`src/rtl/axi_frame_hdr.sv`:
```
// axi_frame_hdr: drains a sample stream and re-emits it as frames, each one
// led by a header word {seq_num, payload length}. An input tlast closes the
// current frame early. All outputs are registered (one-cycle latency), and
// payload keeps full throughput while the downstream is ready.
// DATA_WIDTH must be at least 2*CNT_WIDTH so that the header fields fit.
`timescale 1ns/1ps

module axi_frame_hdr #(
  parameter int DATA_WIDTH = 32,
  parameter int CNT_WIDTH  = 16
) (
  input  logic                  clk,
  input  logic                  sync_reset,
  input  logic [CNT_WIDTH-1:0]  frame_len,
  input  logic                  s_axis_tvalid,
  input  logic [DATA_WIDTH-1:0] s_axis_tdata,
  input  logic                  s_axis_tlast,
  output logic                  s_axis_tready,
  output logic                  m_axis_tvalid,
  output logic [DATA_WIDTH-1:0] m_axis_tdata,
  output logic                  m_axis_tlast,
  input  logic                  m_axis_tready,
  output logic [CNT_WIDTH-1:0]  seq_num,
  output logic                  short_frame
);

  typedef enum logic {ST_HDR, ST_PAY} state_t;

  state_t                state_q, state_d;
  logic                  m_tvalid_q, m_tvalid_d;
  logic [DATA_WIDTH-1:0] m_tdata_q, m_tdata_d;
  logic                  m_tlast_q, m_tlast_d;
  logic [CNT_WIDTH-1:0]  seq_q, seq_d;
  logic [CNT_WIDTH-1:0]  beat_cnt_q, beat_cnt_d;
  logic [CNT_WIDTH-1:0]  len_lat_q, len_lat_d;
  logic                  short_q, short_d;

  logic                  out_free;
  logic                  in_hs;
  logic [CNT_WIDTH-1:0]  len_eff;
  logic [CNT_WIDTH-1:0]  len_m1;
  logic                  beat_last;
  logic                  short_end;
  logic [DATA_WIDTH-1:0] hdr_word;

  // The output register can take a new word when empty or being drained.
  assign out_free      = ~m_tvalid_q | m_axis_tready;
  // Input is only accepted during payload, and only if the output can move.
  assign s_axis_tready = (state_q == ST_PAY) & out_free;
  assign in_hs         = s_axis_tvalid & s_axis_tready;

  // A zero length request still carries one payload beat.
  assign len_eff   = (frame_len == '0) ? {{(CNT_WIDTH-1){1'b0}}, 1'b1} : frame_len;
  assign len_m1    = len_lat_q - {{(CNT_WIDTH-1){1'b0}}, 1'b1};
  assign beat_last = (beat_cnt_q == len_m1) | s_axis_tlast;
  // A tlast on exactly the final counted beat is a normal end, not a short one.
  assign short_end = s_axis_tlast & (beat_cnt_q < len_m1);

  // Header layout: zero padding, then sequence number, then length in the LSBs.
  always_comb begin
    hdr_word = '0;
    hdr_word[2*CNT_WIDTH-1:0] = {seq_q, len_eff};
  end

  // Next-state and output-register update for the HDR/PAY framer.
  always_comb begin
    state_d    = state_q;
    m_tvalid_d = m_tvalid_q;
    m_tdata_d  = m_tdata_q;
    m_tlast_d  = m_tlast_q;
    seq_d      = seq_q;
    beat_cnt_d = beat_cnt_q;
    len_lat_d  = len_lat_q;
    short_d    = 1'b0;

    // A consumed (or empty) output slot goes invalid unless refilled below.
    if (out_free) begin
      m_tvalid_d = 1'b0;
    end

    case (state_q)
      ST_HDR: begin
        // Only emit a header once there is payload waiting behind it.
        if (s_axis_tvalid && out_free) begin
          m_tvalid_d = 1'b1;
          m_tdata_d  = hdr_word;
          m_tlast_d  = 1'b0;
          len_lat_d  = len_eff;
          beat_cnt_d = '0;
          state_d    = ST_PAY;
        end
      end
      ST_PAY: begin
        if (in_hs) begin
          m_tvalid_d = 1'b1;
          m_tdata_d  = s_axis_tdata;
          m_tlast_d  = beat_last;
          beat_cnt_d = beat_cnt_q + {{(CNT_WIDTH-1){1'b0}}, 1'b1};
          if (beat_last) begin
            seq_d   = seq_q + {{(CNT_WIDTH-1){1'b0}}, 1'b1};
            short_d = short_end;
            state_d = ST_HDR;
          end
        end
      end
      default: begin
        state_d = ST_HDR;
      end
    endcase
  end

  // State and output registers; reset abandons any partial frame.
  always_ff @(posedge clk or posedge sync_reset) begin
    if (sync_reset) begin
      state_q    <= ST_HDR;
      m_tvalid_q <= 1'b0;
      m_tdata_q  <= '0;
      m_tlast_q  <= 1'b0;
      seq_q      <= '0;
      beat_cnt_q <= '0;
      len_lat_q  <= '0;
      short_q    <= 1'b0;
    end else begin
      state_q    <= state_d;
      m_tvalid_q <= m_tvalid_d;
      m_tdata_q  <= m_tdata_d;
      m_tlast_q  <= m_tlast_d;
      seq_q      <= seq_d;
      beat_cnt_q <= beat_cnt_d;
      len_lat_q  <= len_lat_d;
      short_q    <= short_d;
    end
  end

  assign m_axis_tvalid = m_tvalid_q;
  assign m_axis_tdata  = m_tdata_q;
  assign m_axis_tlast  = m_tlast_q;
  assign seq_num       = seq_q;
  assign short_frame   = short_q;

endmodule

```
`config.mk`:
```
export PLATFORM = sky130hd
export DESIGN_NAME = axi_frame_hdr
export DESIGN_NICKNAME = d
export VERILOG_FILES = /design/src/rtl/axi_frame_hdr.sv
export SDC_FILE = /design/constraint.sdc
export NUM_CORES = 1
export LEC_CHECK = 0
export CELL_PAD_IN_SITES_DETAIL_PLACEMENT = 1
export CELL_PAD_IN_SITES_GLOBAL_PLACEMENT = 1
export CORE_AREA = 8 8 111 123
export DETAILED_ROUTE_END_ITERATION = 6
export DIE_AREA = 0 0 119 131
export GPL_TIMING_DRIVEN = 0
export PLACE_DENSITY = 0.81
export SYNTH_ARGS = -nofsm -noshare
export SYNTH_HDL_FRONTEND = slang
export SYNTH_SLANG_ARGS = --single-unit
```
`constraint.sdc`:
```
create_clock -name clk -period 3.3 [get_ports clk]
set_input_delay 0.33 -clock clk [delete_from_list [all_inputs] [get_ports clk]]
set_output_delay 0.33 -clock clk [all_outputs]
set_load 0.01 [all_outputs]
```
Word level (Yosys, flattened, before mapping)
Cells that the tools add are included.
- bits in registers: 84
- latch bits: 0
- bits in writable memories: 0
- bits in read-only memories: 0
- input port bits: 53
- output and inout bits: 52
- logic and storage cells: 48
- memories: 0
- $add $sub $neg: 3
- $mul: 0
- div/mod/pow operators: 0
- order comparisons: 1
- equality and inequality tests: 3
- shift operators: 0
- muxes and demuxes: 21
- bitwise operators: 7
- reduce and logical (&&, ||, !) cells: 5
- operator list (kind ; number):
    $mux W32 ; 2
    $pmux W32 S2 ; 1
    $mux W16 ; 3
    $add A16 B1 Y16 const B ; 2
    $pmux W16 S2 ; 1
    $eq A16 B16 Y1 ; 1
    $logic_not A16 Y1 ; 1
    $lt A16 B16 Y1 ; 1
    $sub A16 B1 Y16 const B ; 1
    $mux W1 ; 11
    $pmux W1 S2 ; 3
    $reduce_and A2 Y1 ; 2
    $and A1 B1 Y1 ; 3
    $reduce_and A3 Y1 ; 1
    $ne A2 B1 Y1 const B ; 1
    $ne A2 B2 Y1 const B ; 1
    $not A1 Y1 ; 2
    $or A1 B1 Y1 ; 2
    $logic_and A1 B1 Y1 ; 1

Longest topological paths before layout
Gate-level depths: netlist of run 1.
- depth after elaboration: 6
- mapped depth: 12
- depth with buffers taken out: 11

Worst setup path before layout of run 1
OpenSTA, ideal clock, no wires.
- path kind: register to register
- from: register len_lat_q[5]
- to: register seq_q[4] (netlist: seq_num[4])
- setup time: 0.079 ns
- data arrival time: 2.915 ns
- data required time: 3.221 ns
- path slack: 0.306 ns
- cell stages (with the launch flop): 13
- path buffers: 1
- period minus slack after synthesis: 2.994 ns
- cells stage by stage: dfrtp_1 > or4_4 > nor3_4 > nand3_2 > nor3_2 > xnor2_1 > ha_1 > nand4_2 > o41ai_4 > and2_1 > buf_6 > and4_1 > xor2_1
- longest elaborated chain between the ends: 4
- RTL lines (element ; line ; RTL):
    start, declared ; 35 ; logic [CNT_WIDTH-1:0] len_lat_q, len_lat_d;
    start signal, assigned ; 130 ; len_lat_q <= len_lat_d;
    $sub A16 B1 Y16 ; 54 ; assign len_m1 = len_lat_q - {{(CNT_WIDTH-1){1'b0}}, 1'b1};
    $eq A16 B16 Y1 ; 55 ; assign beat_last = (beat_cnt_q == len_m1) | s_axis_tlast;
    $or A1 B1 Y1 ; 55 ;
    $reduce_and A3 Y1 (no line) ; - ;
    end signal, assigned ; 128 ; seq_q <= seq_d;
    end, declared ; 33 ; logic [CNT_WIDTH-1:0] seq_q, seq_d;
Every way passes these cells.
A chain may end at the register's enable or synchronous reset.

Final worst setup path of run 1
- from: register len_lat_q[5]
- to: register seq_q[15] (netlist: seq_num[15])
Same word-level chain as after synthesis.

==> metrics.txt, run 1 <==
First DRT Iteration DRCs=196; first-pass GRT wire length=22.6 mm; post-placement cell area=5680 um^2; TNS Setup=0 ps; DP HPWL=10.8 mm; layout cells sized above 1=10.4%; post-synthesis simple-gate area fraction=17.3%; cts bufs inserted=9; Hold Path Class=in -> async; Synth Area in Adders=5.38%; number of synthesized flops with an enable pin=0; largest net degree at the start of global routing=57; syn_nets=493; number of global-route vias before repair=4098; Port-buffer cells=104; Post-Layout Inst Area=6060 um^2; Die Footprint=15600 um^2; worst slack, placed=-93.9 ps; worst-case clock buffer depth=2; Core ar.=11700 um^2; Max rail drop VDD=0.000257 V; most frequent cells in the layout=clkdlybuf4s50_1 (104), dfrtp_1 (83), nand2_1 (56); register area share after synthesis=47.6%; Achievable Freq=303 MHz; status=finished, final reports clean; Netlist Area Pre-Place=4420 um^2; post-synthesis mux area share=11.6%; CP Capture Type=flop; worst slew pin tran=841 ps; fin nets=614; clk root buf=clkbuf_16; required time of the worst setup path=3530 ps; WHS=335 ps; Compound-Gate Fraction of Synth Area=8.76%; Post-Synth XOR/XNOR Area=6.94%; Post-Route WL=14.0 mm; crit-path max FO=6; drt pass-1 iters=4; Leakage=0.00264 uW; GRT Total Usage=18.6%; cell row count=42; worst rel slew slack=44.0%; CTS tree=done; Fin Clk Skew=6.14 ps; initial core utilization=37.7%; Final Power=3770 uW; pwr dens=623 nW/um^2; initial antenna violation count=0; routability congestion estimate from global placement=0.825; Slew Viols, Final=0; DRT antenna net count=0; synthesized flop and latch total=84; gr ovfl total=0; DR vias/cell=5.25; main combinational cell family by area after synthesis=simple AND/OR/NAND/NOR gates; final cycle utilization of the critical path=99.9%; RSZ-0062 raised after global routing=true; synthesis-to-finish area growth=37.2%; CTS clock-pin slew for the worst setup and hold paths=60 ps; storage element area=2100 um^2; Sink Count=84; Die Height=131 um; # DRC=0; leading cell type in the layout, fill and taps excluded=clkdlybuf4s50_1; Post-Synthesis Cells=421; Max-Cap Viols=0; footprint of the multi-input gates=2240 um^2; Arrival @ worst endpoint=3530 ps; post-synthesis cell type count=45; Fill cells=1307; share of flip-flops with an asynchronous set or reset=100%; WL/cell=20.0 um; routed via count=3680; clk_lat worst skew=350 ps; Synth Flop Type=dfrtp_1; Ys Warns=0; Top-Level Pins=105; # setup viols final=0; fin crit period=3300 ps; final hold violation count=0; H-Tree Depth=3; startpoint type of the worst setup path=flop; CP Class=reg -> reg; Final WS setup=3.02 ps; syn_area_per_cell=10.5 um^2; DIE WIDTH=119 um; # diodes=0
-- cell type report --
type / count / share of cell area (%)
flip-flops and latches: 84 / 34.7
plain buffers: 19 / 1.49
repair buffers: 110 / 18.3
well taps: 154 / 3.18
multi-input cells: 311 / 36.9
clock inverters: 6 / 1.18
clock buffers: 10 / 3.78
inverters: 7 / 0.475
-- power by group --
group | internal, uW | total [uW] | switching, uW
clock network | 593 | 1030 | 440
registers | 1240 | 1490 | 249
logic | 644 | 1250 | 605
-- registers in the layout, indices dropped and copies added, names as in the netlist --
name           flops
m_axis_tlast       1
seq_num           16
short_frame        1
len_lat_q         16
state_q            1
m_axis_tvalid      1
beat_cnt_q        16
m_axis_tdata      32
-- critical path, stage by stage, from the launching register on --
cell and delay, ps:
dfrtp_2 410, or4_4 560, nor3_4 200, nand3_4 140, nor3_4 180, xnor2_2 80, ha_1 350, nand4_4 130
o41ai_4 460, and3_1 240, buf_6 120, nand4_1 130, xnor2_1 170
-- stage by stage --
stage          utilization (%)  std cells
5_1_grt                   51.7        701
2_1_floorplan                -        421
3_5_place_dp              48.5        680
6_report                  51.7        701
4_1_cts                   51.3        699
3_3_place_gp              48.2        679
-- repair_timing --
action / in CTS / in global routing
endpoints found under the setup margin: 11 / 14
endpoints found under the hold margin: 0 / 0
buffers inserted: 3 / 2
pin swaps: 4 / 7
gates cloned: 0 / 0
resized for setup: 3 / 5
hold buffers: 0 / 0
-- logic make-up (layout without fill, tap and decap cells) --
logic type	after synthesis	in the layout
compound gates	66	66
xor+xnor	35	35
fa+ha+maj	19	19
buf+inv	26	152
flops	84	84
mux	49	49
simple gates	142	142
-- metal layers --
| layer | up-vias | global-route usage [%] | share of wire (%) |
|---|---|---|---|
| met5 | - | 0 | 0 |
| met4 | 0 | 7.74 | 2.0 |
| met3 | 16 | 3.87 | 4.2 |
| met2 | 64 | 32.5 | 52 |
| met1 | 1870 | 21.9 | 42 |
| li1 | 1730 | - | - |
-- synthesized netlist by cell type, types with 2 or more instances --
cell / number / share of area, %
ha_1: 19 / 5.4
or3_1: 3 / 0.43
nand2b_1: 2 / 0.28
nor3_2: 2 / 0.45
xnor2_1: 29 / 5.8
nand2_1: 56 / 4.8
clkbuf_1: 14 / 1.2
a21oi_1: 12 / 1.4
nor2_1: 19 / 1.6
nor4_1: 7 / 0.99
and3_1: 6 / 0.85
buf_2: 3 / 0.34
o21ai_0: 42 / 4.8
mux2_1: 2 / 0.51
a22o_1: 5 / 0.99
nand4_2: 3 / 0.85
nand3_2: 2 / 0.45
nand3_1: 10 / 1.1
nor2b_1: 2 / 0.28
nor3_1: 7 / 0.79
mux2_2: 14 / 3.6
and4_1: 4 / 0.79
mux2i_1: 33 / 7.5
dfrtp_1: 84 / 48
inv_1: 7 / 0.60
and2_1: 4 / 0.57
nand4_1: 7 / 0.99
xor2_1: 6 / 1.2
-- path summary, 6_finish.rpt --
path / startpoint / end / slack [ps] / depth (start not counted)
setup / recovery: len_lat_q[5] / seq_num[15] / 3 / 12
hold / removal: sync_reset / beat_cnt_q[1] / 340 / 2
setup reg to reg: len_lat_q[5] / seq_num[15] / 3 / 12
hold reg to reg: m_axis_tdata[31] / m_axis_tdata[31] / 490 / 2
max in group asynchronous: sync_reset / m_axis_tdata[8] / 2360 / 3
min in group clk: m_axis_tdata[31] / m_axis_tdata[31] / 490 / 2
Note: power is estimated with default switching activity, not from simulation.
==> run 2, diff against run 1 <==
--- a/config.mk
+++ b/config.mk
@@ -5,6 +5,7 @@
 export SDC_FILE = /design/constraint.sdc
 export NUM_CORES = 1
 export LEC_CHECK = 0
+export CAP_MARGIN = 10
 export CELL_PAD_IN_SITES_DETAIL_PLACEMENT = 1
 export CELL_PAD_IN_SITES_GLOBAL_PLACEMENT = 1
 export CORE_AREA = 8 8 111 123
==> results of run 2 <==
The final DEF is identical to that of run 1; final timing and power are the same.
==> run 3, diff against run 2 <==
--- a/config.mk
+++ b/config.mk
@@ -13,6 +13,7 @@
 export DIE_AREA = 0 0 119 131
 export GPL_TIMING_DRIVEN = 0
 export PLACE_DENSITY = 0.81
+export RECOVER_POWER = 100
 export SYNTH_ARGS = -nofsm -noshare
 export SYNTH_HDL_FRONTEND = slang
 export SYNTH_SLANG_ARGS = --single-unit
==> metrics.txt, run 3 (synthesis gave the netlist of run 1 again) <==
DR vias/cell=5.27 (+0.38%); Worst Reg-to-Reg Cells=12 (unchanged); worst slew pin tran=1400 ps (+561 ps); GRT Total Usage=18.6% (unchanged); DIE WIDTH=119 um (unchanged); status=finished, final reports clean; CP Class=reg -> reg; worst r2r src=len_lat_q[5]; startpoint type of the worst setup path=flop; TNS Setup=0 ps (unchanged); # DRC=0 (unchanged); Critical Path End=seq_num[15]; CP top delay family=simple AND/OR/NAND/NOR gates; most frequent cells in the layout=dfrtp_1 (83), nand2_1 (56), clkdlybuf4s50_1 (52), dlygate4sd3_1 (52), o21ai_0 (42); Port-buffer cells=104 (unchanged); DRT antenna net count=0 (unchanged); final cycle utilization of the critical path=99.9% (about the same); Arrival @ worst endpoint=3530 ps (about the same); cts bufs inserted=9 (unchanged); Max rail drop VDD=0.000254 V (-1.4%); initial antenna violation count=0 (unchanged); Post-Layout Inst Area=6030 um^2 (-0.50%); pwr dens=617 nW/um^2 (-0.82%); CP Capture Type=flop; initial core utilization=37.7% (unchanged); CTS clock-pin slew for the worst setup and hold paths=60 ps (about the same); Achievable Freq=303 MHz (about the same); CP Depth=12 (unchanged); final hold violation count=0 (unchanged); CP peak stage delay=560 ps (about the same); first-pass GRT wire length=22.6 mm (unchanged); crit path cell chain=or4_4 > nor3_4 > nand3_4 > nor3_4 > xnor2_2 > ha_1 > nand4_4 > o41ai_4 > and3_1 > buf_6 > nand4_1 > xnor2_1; number of global-route vias before repair=4098 (unchanged); Worst R2R Setup Slack=3 ps (about the same); fin crit period=3300 ps (-0.187 ps); synthesis-to-finish area growth=36.5%; H-Tree Depth=3 (unchanged); critical path launch point=len_lat_q[5]; CTS tree=done; # diodes=0 (unchanged); Cell Count, Final, Fillers Out=701 (unchanged); worst-case clock buffer depth=2 (unchanged); Die Height=131 um (unchanged); drt pass-1 iters=4 (unchanged); Leakage=0.00271 uW (+2.5%); clk_lat worst skew=350 ps (about the same); Fin Clk Skew=8.38 ps (+2.25 ps); DP HPWL=10.8 mm (unchanged); First DRT Iteration DRCs=175 (-11%); # setup viols final=0 (unchanged); routed via count=3694 (+0.38%); worst slack, placed=-93.9 ps (unchanged); Crit path top cell by count=nor3_4; routability congestion estimate from global placement=0.825 (unchanged); Final Power=3720 uW (-1.3%); cell row count=42 (unchanged); Post-Route WL=14.0 mm (+0.24%); crit-path max FO=6 (unchanged); clk root buf=clkbuf_16; required time of the worst setup path=3530 ps (about the same); gr ovfl total=0 (unchanged); Slowest cell on crit path=or4_4; Die Footprint=15600 um^2 (unchanged); WL/cell=20.0 um (+0.24%); max FFs per register=32 (unchanged); largest net degree at the start of global routing=57 (unchanged); worst path bufs/invs=1 (unchanged); Top-Level Pins=105 (unchanged); fin nets=614 (unchanged); Max-Cap Viols=0 (unchanged); RSZ-0062 raised after global routing=true; Sink Count=84 (unchanged); Final WS setup=3.21 ps (+0.187 ps); Hold Path Class=reg -> reg; Critical R2R Capture=seq_num[15]; post-placement cell area=5680 um^2 (unchanged); leading cell type in the layout, fill and taps excluded=dfrtp_1; Inst Count DP=680 (unchanged); layout cells sized above 1=9.69% (-0.73 points); Slew Viols, Final=0 (unchanged); worst rel slew slack=6.55% (-37 points); Core ar.=11700 um^2 (unchanged); Fill cells=1308 (+0.077%)
## run 3: changes by cell type in the layout (fill, tap and decap cells not counted), sizes merged
cell,change
clkdlybuf4s50,-52
dlygate4sd3,+52
buf,-3
clkbuf,+3
clkinvlp,+1
inv,-1
## run 3: worst reg2reg max path, stage by stage (launching register included)
cell     delay [ps]
dfrtp_2         410
or4_4           560
nor3_4          200
nand3_4         140
nor3_4          180
xnor2_2          80
ha_1            350
nand4_4         130
o41ai_4         450
and3_1          240
buf_6           130
nand4_1         140
xnor2_1         170
## run 3: what timing repair did
item,in CTS,in global routing
hold buffers,0,0
gates cloned,0,0
gates resized for setup,3,5
endpoints found under the setup margin,11,14
pin swaps,4,7
setup buffers,3,2
## run 3: layer usage
layer | GRT usage [%] | routed length [um] | vias to the layer above
met4 | 7.74 | 295 | 0
met1 | 21.9 | 5720 | 1880
li1 | - | - | 1728
met2 | 32.5 | 7300 | 68
met5 | 0 | 0 | -
met3 | 3.87 | 717 | 18
## run 3: where the power goes
| group | leakage, uW | internal [uW] | switching [uW] | total [uW] |
|---|---|---|---|---|
| Combinational | 0.00151 | 602 | 604 | 1210 |
| Clock | 0.000140 | 593 | 440 | 1030 |
| Sequential | 0.00106 | 1240 | 244 | 1480 |
## run 3: worst min path at each step
| stage | startpoint | end | cells after the start |
|---|---|---|---|
| after floorplan | s_axis_tvalid | m_axis_tvalid | 1 |
| final | m_axis_tdata[31] | m_axis_tdata[31] | 2 |
| after detailed placement | m_axis_tdata[24] | m_axis_tdata[24] | 2 |
| after CTS | sync_reset | beat_cnt_q[9] | 2 |
| after global routing | m_axis_tdata[22] | m_axis_tdata[22] | 2 |
| after global placement | m_axis_tlast | m_axis_tlast | 2 |
## run 3: cell type report
cell class | count | area [um^2] | area share [%]
Inverter | 7 | 27.5 | 0.457
Multi-Input combinational cell | 311 | 2230 | 37.1
Sequential cell | 84 | 2100 | 34.9
Clock buffer | 10 | 229 | 3.80
Clock inverter | 6 | 71.3 | 1.18
Timing Repair Buffer | 110 | 1080 | 18.0
Buffer | 19 | 86.3 | 1.43
Tap cell | 154 | 193 | 3.20
## run 3: metrics by stage
step           util, %  hold WS [ps]
6_report          51.4           481
2_1_floorplan        -           438
3_5_place_dp      48.5           478
5_1_grt           51.4           506
3_3_place_gp      48.2           463
4_1_cts           51.3           348
